--- src/rtl/axi_mem_arbiter.sv ---
// Shares one AXI4 RAM slave between I-cache refill, D-cache refill and D-cache writeback.
// One outstanding read and one outstanding write; D-cache reads are ordered behind writebacks.
module axi_mem_arbiter #(
    parameter int unsigned ADDR_WIDTH = 32,
    parameter int unsigned DATA_WIDTH = 32,
    parameter int unsigned ID_WIDTH   = 1
) (
    input  logic                      S_AXI_ACLK,
    input  logic                      rst,

    input  logic                      ic_rd_req,
    input  logic [ADDR_WIDTH-1:0]     ic_rd_addr,
    input  logic [7:0]                ic_rd_len,
    output logic                      ic_rd_gnt,
    output logic                      ic_rd_valid,
    output logic [DATA_WIDTH-1:0]     ic_rd_data,
    output logic                      ic_rd_last,

    input  logic                      dc_rd_req,
    input  logic [ADDR_WIDTH-1:0]     dc_rd_addr,
    input  logic [7:0]                dc_rd_len,
    output logic                      dc_rd_gnt,
    output logic                      dc_rd_valid,
    output logic [DATA_WIDTH-1:0]     dc_rd_data,
    output logic                      dc_rd_last,

    input  logic                      dc_wr_req,
    input  logic [ADDR_WIDTH-1:0]     dc_wr_addr,
    input  logic [7:0]                dc_wr_len,
    output logic                      dc_wr_gnt,
    input  logic [DATA_WIDTH-1:0]     dc_wr_data,
    input  logic [DATA_WIDTH/8-1:0]   dc_wr_strb,
    output logic                      dc_wr_dready,
    output logic                      dc_wr_done,

    output logic [ID_WIDTH-1:0]       M_AXI_ARID,
    output logic [ADDR_WIDTH-1:0]     M_AXI_ARADDR,
    output logic [7:0]                M_AXI_ARLEN,
    output logic [2:0]                M_AXI_ARSIZE,
    output logic [1:0]                M_AXI_ARBURST,
    output logic                      M_AXI_ARVALID,
    input  logic                      M_AXI_ARREADY,
    input  logic [ID_WIDTH-1:0]       M_AXI_RID,
    input  logic [DATA_WIDTH-1:0]     M_AXI_RDATA,
    input  logic [1:0]                M_AXI_RRESP,
    input  logic                      M_AXI_RLAST,
    input  logic                      M_AXI_RVALID,
    output logic                      M_AXI_RREADY,

    output logic [ID_WIDTH-1:0]       M_AXI_AWID,
    output logic [ADDR_WIDTH-1:0]     M_AXI_AWADDR,
    output logic [7:0]                M_AXI_AWLEN,
    output logic [2:0]                M_AXI_AWSIZE,
    output logic [1:0]                M_AXI_AWBURST,
    output logic                      M_AXI_AWVALID,
    input  logic                      M_AXI_AWREADY,
    output logic [DATA_WIDTH-1:0]     M_AXI_WDATA,
    output logic [DATA_WIDTH/8-1:0]   M_AXI_WSTRB,
    output logic                      M_AXI_WLAST,
    output logic                      M_AXI_WVALID,
    input  logic                      M_AXI_WREADY,
    input  logic [ID_WIDTH-1:0]       M_AXI_BID,
    input  logic [1:0]                M_AXI_BRESP,
    input  logic                      M_AXI_BVALID,
    output logic                      M_AXI_BREADY
);

    localparam logic [2:0] AxSize  = 3'($clog2(DATA_WIDTH / 8));
    localparam logic [1:0] AxBurst = 2'b01;

    typedef enum logic [1:0] {RIdle, RAr, RData} r_state_e;
    typedef enum logic [1:0] {WIdle, WAw, WData, WResp} w_state_e;

    r_state_e              r_state_q, r_state_d;
    logic                  owner_q, owner_d;      // 0 = I-cache, 1 = D-cache
    logic                  rr_last_q, rr_last_d;
    logic [ADDR_WIDTH-1:0] ar_addr_q, ar_addr_d;
    logic [7:0]            ar_len_q, ar_len_d;

    w_state_e              w_state_q, w_state_d;
    logic [ADDR_WIDTH-1:0] aw_addr_q, aw_addr_d;
    logic [7:0]            aw_len_q, aw_len_d;
    logic [7:0]            wr_cnt_q, wr_cnt_d;

    logic dc_rd_elig, pick_ic, pick_dc, wr_last;

    logic unused_inputs;
    assign unused_inputs = ^{M_AXI_RID, M_AXI_RRESP, M_AXI_BID, M_AXI_BRESP};

    // Read arbitration: D-cache reads wait for any pending or in-flight writeback.
    always_comb begin
        dc_rd_elig = dc_rd_req && (w_state_q == WIdle) && !dc_wr_req;
        pick_ic    = 1'b0;
        pick_dc    = 1'b0;
        if (r_state_q == RIdle && !rst) begin
            if (ic_rd_req && dc_rd_elig) begin
                pick_ic = rr_last_q;
                pick_dc = !rr_last_q;
            end else begin
                pick_ic = ic_rd_req;
                pick_dc = dc_rd_elig;
            end
        end
    end

    always_ff @(posedge S_AXI_ACLK) begin
        if (rst) begin
            r_state_q <= RIdle;
            owner_q   <= 1'b0;
            rr_last_q <= 1'b1;
            ar_addr_q <= '0;
            ar_len_q  <= '0;
        end else begin
            r_state_q <= r_state_d;
            owner_q   <= owner_d;
            rr_last_q <= rr_last_d;
            ar_addr_q <= ar_addr_d;
            ar_len_q  <= ar_len_d;
        end
    end

    always_comb begin
        r_state_d = r_state_q;
        owner_d   = owner_q;
        rr_last_d = rr_last_q;
        ar_addr_d = ar_addr_q;
        ar_len_d  = ar_len_q;
        unique case (r_state_q)
            RIdle: begin
                if (pick_ic || pick_dc) begin
                    r_state_d = RAr;
                    owner_d   = pick_dc;
                    rr_last_d = pick_dc;
                    ar_addr_d = pick_dc ? dc_rd_addr : ic_rd_addr;
                    ar_len_d  = pick_dc ? dc_rd_len : ic_rd_len;
                end
            end
            RAr:     if (M_AXI_ARREADY) r_state_d = RData;
            RData:   if (M_AXI_RVALID && M_AXI_RLAST) r_state_d = RIdle;
            default: r_state_d = RIdle;
        endcase
    end

    always_comb begin
        ic_rd_gnt     = pick_ic;
        dc_rd_gnt     = pick_dc;
        M_AXI_ARVALID = (r_state_q == RAr);
        M_AXI_RREADY  = (r_state_q == RData);
        ic_rd_valid   = (r_state_q == RData) && M_AXI_RVALID && !owner_q;
        dc_rd_valid   = (r_state_q == RData) && M_AXI_RVALID && owner_q;
        ic_rd_last    = ic_rd_valid && M_AXI_RLAST;
        dc_rd_last    = dc_rd_valid && M_AXI_RLAST;
    end

    assign ic_rd_data    = M_AXI_RDATA;
    assign dc_rd_data    = M_AXI_RDATA;
    assign M_AXI_ARID    = ID_WIDTH'(owner_q);
    assign M_AXI_ARADDR  = ar_addr_q;
    assign M_AXI_ARLEN   = ar_len_q;
    assign M_AXI_ARSIZE  = AxSize;
    assign M_AXI_ARBURST = AxBurst;

    always_ff @(posedge S_AXI_ACLK) begin
        if (rst) begin
            w_state_q <= WIdle;
            aw_addr_q <= '0;
            aw_len_q  <= '0;
            wr_cnt_q  <= '0;
        end else begin
            w_state_q <= w_state_d;
            aw_addr_q <= aw_addr_d;
            aw_len_q  <= aw_len_d;
            wr_cnt_q  <= wr_cnt_d;
        end
    end

    assign wr_last = (wr_cnt_q == aw_len_q);

    always_comb begin
        w_state_d = w_state_q;
        aw_addr_d = aw_addr_q;
        aw_len_d  = aw_len_q;
        wr_cnt_d  = wr_cnt_q;
        unique case (w_state_q)
            WIdle: begin
                if (dc_wr_req) begin
                    w_state_d = WAw;
                    aw_addr_d = dc_wr_addr;
                    aw_len_d  = dc_wr_len;
                    wr_cnt_d  = 8'd0;
                end
            end
            WAw: if (M_AXI_AWREADY) w_state_d = WData;
            WData: begin
                if (M_AXI_WREADY) begin
                    wr_cnt_d = wr_cnt_q + 8'd1;
                    if (wr_last) w_state_d = WResp;
                end
            end
            WResp:   if (M_AXI_BVALID) w_state_d = WIdle;
            default: w_state_d = WIdle;
        endcase
    end

    always_comb begin
        dc_wr_gnt     = (w_state_q == WIdle) && dc_wr_req && !rst;
        M_AXI_AWVALID = (w_state_q == WAw);
        M_AXI_WVALID  = (w_state_q == WData);
        M_AXI_WLAST   = (w_state_q == WData) && wr_last;
        dc_wr_dready  = (w_state_q == WData) && M_AXI_WREADY;
        M_AXI_BREADY  = (w_state_q == WResp);
        dc_wr_done    = (w_state_q == WResp) && M_AXI_BVALID;
    end

    assign M_AXI_AWID    = ID_WIDTH'(1);
    assign M_AXI_AWADDR  = aw_addr_q;
    assign M_AXI_AWLEN   = aw_len_q;
    assign M_AXI_AWSIZE  = AxSize;
    assign M_AXI_AWBURST = AxBurst;
    assign M_AXI_WDATA   = dc_wr_data;
    assign M_AXI_WSTRB   = dc_wr_strb;

endmodule

--- config.mk ---
export PLATFORM = sky130hd
export DESIGN_NAME = axi_mem_arbiter
export DESIGN_NICKNAME = d
export VERILOG_FILES = /design/src/rtl/axi_mem_arbiter.sv
export SDC_FILE = /design/constraint.sdc
export NUM_CORES = 1
export LEC_CHECK = 0
export CAP_MARGIN = 10
export CORE_AREA = 2 2 159 161
export CTS_BUF_LIST = sky130_fd_sc_hd__clkbuf_8
export DETAILED_ROUTE_END_ITERATION = 8
export DIE_AREA = 0 0 161 163
export PLACE_DENSITY = 0.59
export SYNTH_ARGS = -nofsm -noshare
export SYNTH_HDL_FRONTEND = slang
export SYNTH_SLANG_ARGS = --single-unit
--- constraint.sdc ---
create_clock -name S_AXI_ACLK -period 2.2 [get_ports S_AXI_ACLK]
set_input_delay 0.33 -clock S_AXI_ACLK [delete_from_list [all_inputs] [get_ports S_AXI_ACLK]]
set_output_delay 0.33 -clock S_AXI_ACLK [all_outputs]
set_load 0.05 [all_outputs]
# [After elaboration in Yosys (flattened, before gate mapping)]
# Index checks and enable logic that the tools add are counted.
[op_classes] n_addsub=1 n_mul=0 n_div=0 order_cmp=0 n_eq_ne=14 shifts=0 mux=19 bitwise_logic=0 reduce_logical=28
[op_table] operator="two-way mux 32 bit" n=1
[op_table] operator="two-way mux 8 bit" n=3
[op_table] operator="two-way mux 2 bit" n=8
[op_table] operator="one-hot mux 8 bit (2 select lines)" n=1
[op_table] operator="logical AND 1 bit" n=15
[op_table] operator="!= test 2 x 1 -> 1 bit, second input constant" n=6
[op_table] operator="adder 8 x 1 -> 8 bit, second input constant" n=1
[op_table] operator="== test 8 bit" n=1
[op_table] operator="one-hot mux 2 bit (4 select lines)" n=1
[op_table] operator="== test 2 bit, second input constant" n=3
[op_table] operator="one-hot mux 2 bit (3 select lines)" n=1
[op_table] operator="AND reduction 3 bit" n=2
[op_table] operator="AND reduction 5 bit" n=1
[op_table] operator="== test 2 x 1 -> 1 bit, second input constant" n=2
[op_table] operator="zero test 1 bit" n=4
[op_table] operator="zero test 2 bit" n=2
[op_table] operator="two-way mux 1 bit" n=4
[op_table] operator="!= test 2 bit, second input constant" n=2
[op_table] operator="AND reduction 2 bit" n=2
[op_table] operator="nonzero test 2 bit" n=1
[op_table] operator="logical OR 1 bit" n=1
[word_totals] reg_bits=94 latchBits=0 ramBits=0 mem_bits_ro=0 input_bits=205 output_inout_bits=207 wordCells=71 n_memories=0

# [Logic depth before layout (Yosys ltp)]
[depth] depth_word=9 depth_mapped=7 mapped_depth_nobuf=6

# [Worst setup path before layout]
# Ideal clock, no wire load.
[synth_timing] path_kind="register to output" from="register r_state_q[1]" to="output dc_rd_last" arrival_time_ns=2.067 required_ns=1.870 path_slack_ns=-0.197 stages_incl_launch_ff=4 cell_sequence="dfxtp_1 nor2b_1 nand3_1 nor2_1"
[synth_between] elab_chain_cells=4
[synth_rtl] item="from (decl)" line_no="74" source="r_state_e r_state_q, r_state_d;"
[synth_rtl] item="from (signal assigned)" line_no="108" source="r_state_q <= RIdle;"
[synth_rtl] item="from (signal assigned)" line_no="114" source="r_state_q <= r_state_d;"
[synth_rtl] item="== test 2 bit"
[synth_rtl] item="named net M_AXI_RREADY" line_no="48" source="output logic M_AXI_RREADY,"
[synth_rtl] item="logical AND 1 bit (2 in series)" line_no="150" source="dc_rd_valid = (r_state_q == RData) && M_AXI_RVALID && owner_q;"
[synth_rtl] item="logical AND 1 bit" line_no="152" source="dc_rd_last = dc_rd_valid && M_AXI_RLAST;"
[synth_rtl] item="to (decl)" line_no="25" source="output logic dc_rd_last,"
# The timed path passes the listed nets, and every way through them passes these cells.

# [Worst setup path in the final report]
[layout_timing] from="register w_state_q[1]" to="output dc_rd_gnt"
[layout_between] elab_chain_cells=6
[layout_rtl] item="from (decl)" line_no="80" source="w_state_e w_state_q, w_state_d;"
[layout_rtl] item="from (signal assigned)" line_no="165" source="w_state_q <= WIdle;"
[layout_rtl] item="from (signal assigned)" line_no="170" source="w_state_q <= w_state_d;"
[layout_rtl] item="zero test 2 bit *" line_no="92" source="dc_rd_elig = dc_rd_req && (w_state_q == WIdle) && !dc_wr_req;"
[layout_rtl] item="logical AND 1 bit * (2 in series)" line_no="92"
[layout_rtl] item="logical AND 1 bit" line_no="96" source="if (ic_rd_req && dc_rd_elig) begin"
[layout_rtl] item="two-way mux 1 bit *" line_no="96"
[layout_rtl] item="two-way mux 1 bit *" line_no="95" source="if (r_state_q == RIdle && !rst) begin"
[layout_rtl] item="to (decl)" line_no="22" source="output logic dc_rd_gnt,"
# Mark *: on every way between the ends. The rest lies on a longest branch, timed or not.

==> implementation parameters <==
Parameter                              Value

STA
  Setup slack of the critical path after layout ... between 80 and 90 ps
  Final setup violation count ... 0
  Fmax ... roughly 470 MHz
  Worst Max-Slew Pin Slew ... around 550 ps
  Setup skew after layout ... about 18 ps
  Max Transition Viols Final ... 0
  Tmin final ... 2110 ps
  Tightest hold margin ... ~460 ps
  Hold Vio Cnt, Final ... 0
  Max_slew headroom ... 63.4%
  Portion of the clock cycle consumed by the worst path in the final layout ... a little over nine tenths

Clock network
  Htree depth ... 3
  Maximum number of buffers from clock root to sink ... 2
  Clock tree from TritonCTS ... done
  Post-CTS Hold Fix Bufs ... 0
  Later-pin clock latency in the skew report ... between 300 and 400 ps
  Clock slew seen by the registers of the worst setup and hold paths ... 100 ps
  Num CTS Buffers ... 9
  Cell at the root of the clock tree ... sky130_fd_sc_hd__clkbuf_8
  Number of sinks handled by clock tree synthesis ... 94

Global route
  Largest net degree at the start of global routing ... 42
  Via count of the first global-routing pass ... approximately 4200
  Most Used Layer, Global Route ... met2
  Global routing met2 resource utilization ... 23.0%
  Number of antenna violations at the first check in global routing ... 0
  GR Layer Usage met1 ... between 10% and 20%
  Total congestion overflow ... 0
  First-pass GRT wire length ... roughly 25000 um
  Tot GR Track Use ... approximately an eighth
  Met3 demand-to-capacity share in global routing ... 6.88%

Power and ir drop
  Static leakage power ... 2.53 nW
  Overall power of the completed layout ... between 6 and 7 mW
  Worst VDD drop ... around 0.36 mV
  Combinational group share of total power ... between 40 and 50%
  Register share of total power ... 34.9%
  NetSw ... around 2.6 mW
  Switch share ... a little over two fifths
  Internal power consumption ... 3.45 mW
  Power per standard cell area ... 864 nW/um^2
  Clk network pwr share ... about a fifth

Logic synthesis
  Mapped cell area ... roughly 4700 sq um
  Number of synthesized flops with an enable pin ... 0
  Largest cells by area after synthesis ... sky130_fd_sc_hd__dfxtp_1 (40%), sky130_fd_sc_hd__buf_4 (18%), sky130_fd_sc_hd__o2bb2ai_1 (7.5%)
  Netlist cell types ... between 40 and 50
  Post-Synthesis Mean Instance Area ... 8.62 sq um
  Library cell with the highest instance count after synthesis ... sky130_fd_sc_hd__buf_4
  Cell types with the highest counts after synthesis ... sky130_fd_sc_hd__buf_4 (111), sky130_fd_sc_hd__dfxtp_1 (94), sky130_fd_sc_hd__nand2_1 (87)
  Ys flop type ... sky130_fd_sc_hd__dfxtp_1
  Cell type with the largest total area after synthesis ... sky130_fd_sc_hd__dfxtp_1
  Share of the yosys chip area belonging to registers ... between 40 and 50%
  Synthesis Warnings ... 0
  Cell count after synthesis ... ~540
  Register bit total from synthesis ... 94
  Synth async-reset ratio ... 0%
  Portion of synthesized cell area occupied by the leading cell type ... between 40% and 50%

Setup path
  Worst reg2reg setup slack ... a little over 300 ps
  Required time of the worst setup path ... around 1900 ps
  Critical path fanouts, max ... 4
  Crit path largest cell delay ... between 300 and 400 ps
  CP Launch Type ... flip-flop
  Type of element capturing the critical path ... output port
  Worst setup path startpoint ... w_state_q[1]
  Cell with the largest stage delay on the worst path ... sky130_fd_sc_hd__dfxtp_4
  Category of cells accounting for the largest share of critical-path delay ... buffers and inverters
  Count of buffer and inverter cells on the critical path ... 4
  Cells traversed along the worst timing path ... inv_4 > ha_4 > nand3b_1 > buf_6 > a21oi_4 > inv_2 > nor2_4 > buf_8
  Reg2Reg Launch Point ... w_state_q[0]
  WS Path Type ... flip-flop to output port
  Arrival time worst endpoint ... 1780 ps

Floorplan
  Total die area ... 26200 sq um
  Top-Level Pins ... approximately 400
  Starting utilization of the core area ... about a fifth
  Die H ... between 150 and 200 um
  Core Rows ... 58
  Placeable core area ... between 20000 and 25000 sq um
  Die boundary width ... approximately 160 um

Layout
  Antenna fix cells ... 0
  Share of final-layout standard cells stronger than drive strength 1 ... 10.5%
  End-of-flow core utilization ... between 20 and 30%
  Number of nets at the end of the flow ... 882
  Number of standard cells in the layout, taps in and fillers out ... between 1000 and 1500
  Layout Area Growth over Synthesis ... 48.6%
  Fill count ... ~2700

Route
  Remaining number of nets flagged by the antenna check after routing ... 0
  DR vias/cell ... 4.15
  Overall routed net length ... 17500 um
  Number of violations reported at the end of detailed-routing iteration 0 ... 105
  Post-route DRC violation count ... 0
  TritonRoute pass-1 iters ... 4
  Routed len/inst ... about 17 um
  Vias after detailed routing ... between 4000 and 5000

Placement
  Port Buffers ... 226
  Minimum setup slack after placement ... 104 ps
  Final weighted congestion in routability-driven placement ... around 0.7
  Inst Count DP ... 985
  Post-detail-place hpwl ... approximately 14000 um

Min path
  Worst hold-check path type ... flip-flop to flip-flop
  Min-Delay Startpoint ... M_AXI_AWADDR[1]

Outcome
  Outcome ... completed

Job
  Maxcap violations ... 0
-- routing by layer --
metal	share of wire, %	vias to the layer above	wire [um]
li1	-	2012	-
met4	2.7	2	465
met3	13	32	2260
met2	50	269	8690
met1	35	1861	6060
met5	0.17	-	29
-- area by class of cell --
| cell class | count | area (sq um) | share of cell area (%) |
|---|---|---|---|
| Inverter | 5 | 21.3 | 0.305 |
| Timing Repair Buffer | 251 | 2550 | 36.6 |
| Tap cell | 330 | 413 | 5.93 |
| Multi-Input combinational cell | 310 | 1920 | 27.5 |
| Sequential cell | 94 | 1890 | 27.1 |
| Clock buffer | 9 | 124 | 1.78 |
| Clock inverter | 7 | 58.8 | 0.844 |
-- through the flow --
stage / cell area (sq um) / TNS (ps)
2_1_floorplan: 4730 / 0
3_3_place_gp: 6710 / 0
3_5_place_dp: 6710 / 0
4_1_cts: 6920 / 0
5_1_grt: 6970 / -9.77
6_report: 6970 / 0
-- power groups by stage --
| stage | Sequential [mW] | Clock [mW] | Combinational [mW] |
|---|---|---|---|
| after CTS | 2.11 | 1.24 | 2.78 |
| after global placement | 2.13 | 0 | 2.74 |
| after floorplan | 2.89 | 0 | 1.36 |
| final | 2.10 | 1.15 | 2.77 |
| after detailed placement | 2.14 | 0 | 2.74 |
| after global routing | 2.15 | 1.29 | 2.95 |
-- registers in the layout, indices dropped and copies added (netlist names) --
signal        flops
M_AXI_ARADDR     32
rr_last_q         1
r_state_q         2
M_AXI_AWADDR     32
w_state_q         2
M_AXI_ARID        1
M_AXI_AWLEN       8
M_AXI_ARLEN       8
wr_cnt_q          8
-- timing repair --
action,in CTS,in global routing
setup buffers,1,4
resized for setup,13,4
endpoints found under the setup margin,4,2
pin swaps,1,1
cloned,0,0
-- worst paths after layout --
| kind | depth (start not counted) | end |
|---|---|---|
| worst max-delay path | 8 | dc_rd_gnt |
| worst min-delay path | 2 | M_AXI_AWADDR[1] |
| worst max register to register | 8 | wr_cnt_q[7] |
| worst min register to register | 2 | M_AXI_AWADDR[1] |
-- worst register-to-register path: cells and delay by family (launching register included) --
family                   cells  cell delay (ps)
multiplexers                 1              200
AND/OR/NAND/NOR              2              610
buffers and inverters        3              380
adder cells (fa/ha/maj)      1              160
flip-flops                   1              350
AO/OA/AOI/OAI                1              130
-- logic make-up after synthesis --
group / synth area share, %
compound gates: 21.3
mux: 0.480
xor+xnor: 1.87
buf+inv: 20.9
flops: 40.1
fa+ha+maj: 1.60
other cells: 0.160
simple gates: 13.6
-- layout by cell type (no fill, tap or decap), types with 3 or more instances in the layout --
master                            count
sky130_fd_sc_hd__dfxtp_1             92
sky130_fd_sc_hd__a21oi_1             46
sky130_fd_sc_hd__nand2b_1             4
sky130_fd_sc_hd__nand2_1             87
sky130_fd_sc_hd__inv_1                3
sky130_fd_sc_hd__buf_4               25
sky130_fd_sc_hd__buf_12              10
sky130_fd_sc_hd__clkdlybuf4s50_1    211
sky130_fd_sc_hd__or3_1                5
sky130_fd_sc_hd__nand4_1              3
sky130_fd_sc_hd__nand3_1              3
sky130_fd_sc_hd__a22oi_1             41
sky130_fd_sc_hd__nor2b_1              4
sky130_fd_sc_hd__o21ai_0              6
sky130_fd_sc_hd__and3_1               3
sky130_fd_sc_hd__ha_1                 5
sky130_fd_sc_hd__and2_1               3
sky130_fd_sc_hd__xor2_1               9
sky130_fd_sc_hd__clkbuf_8             9
sky130_fd_sc_hd__o2bb2ai_1           40
sky130_fd_sc_hd__nor2_1               9
sky130_fd_sc_hd__conb_1              11
(Power assumes the default switching activity.)
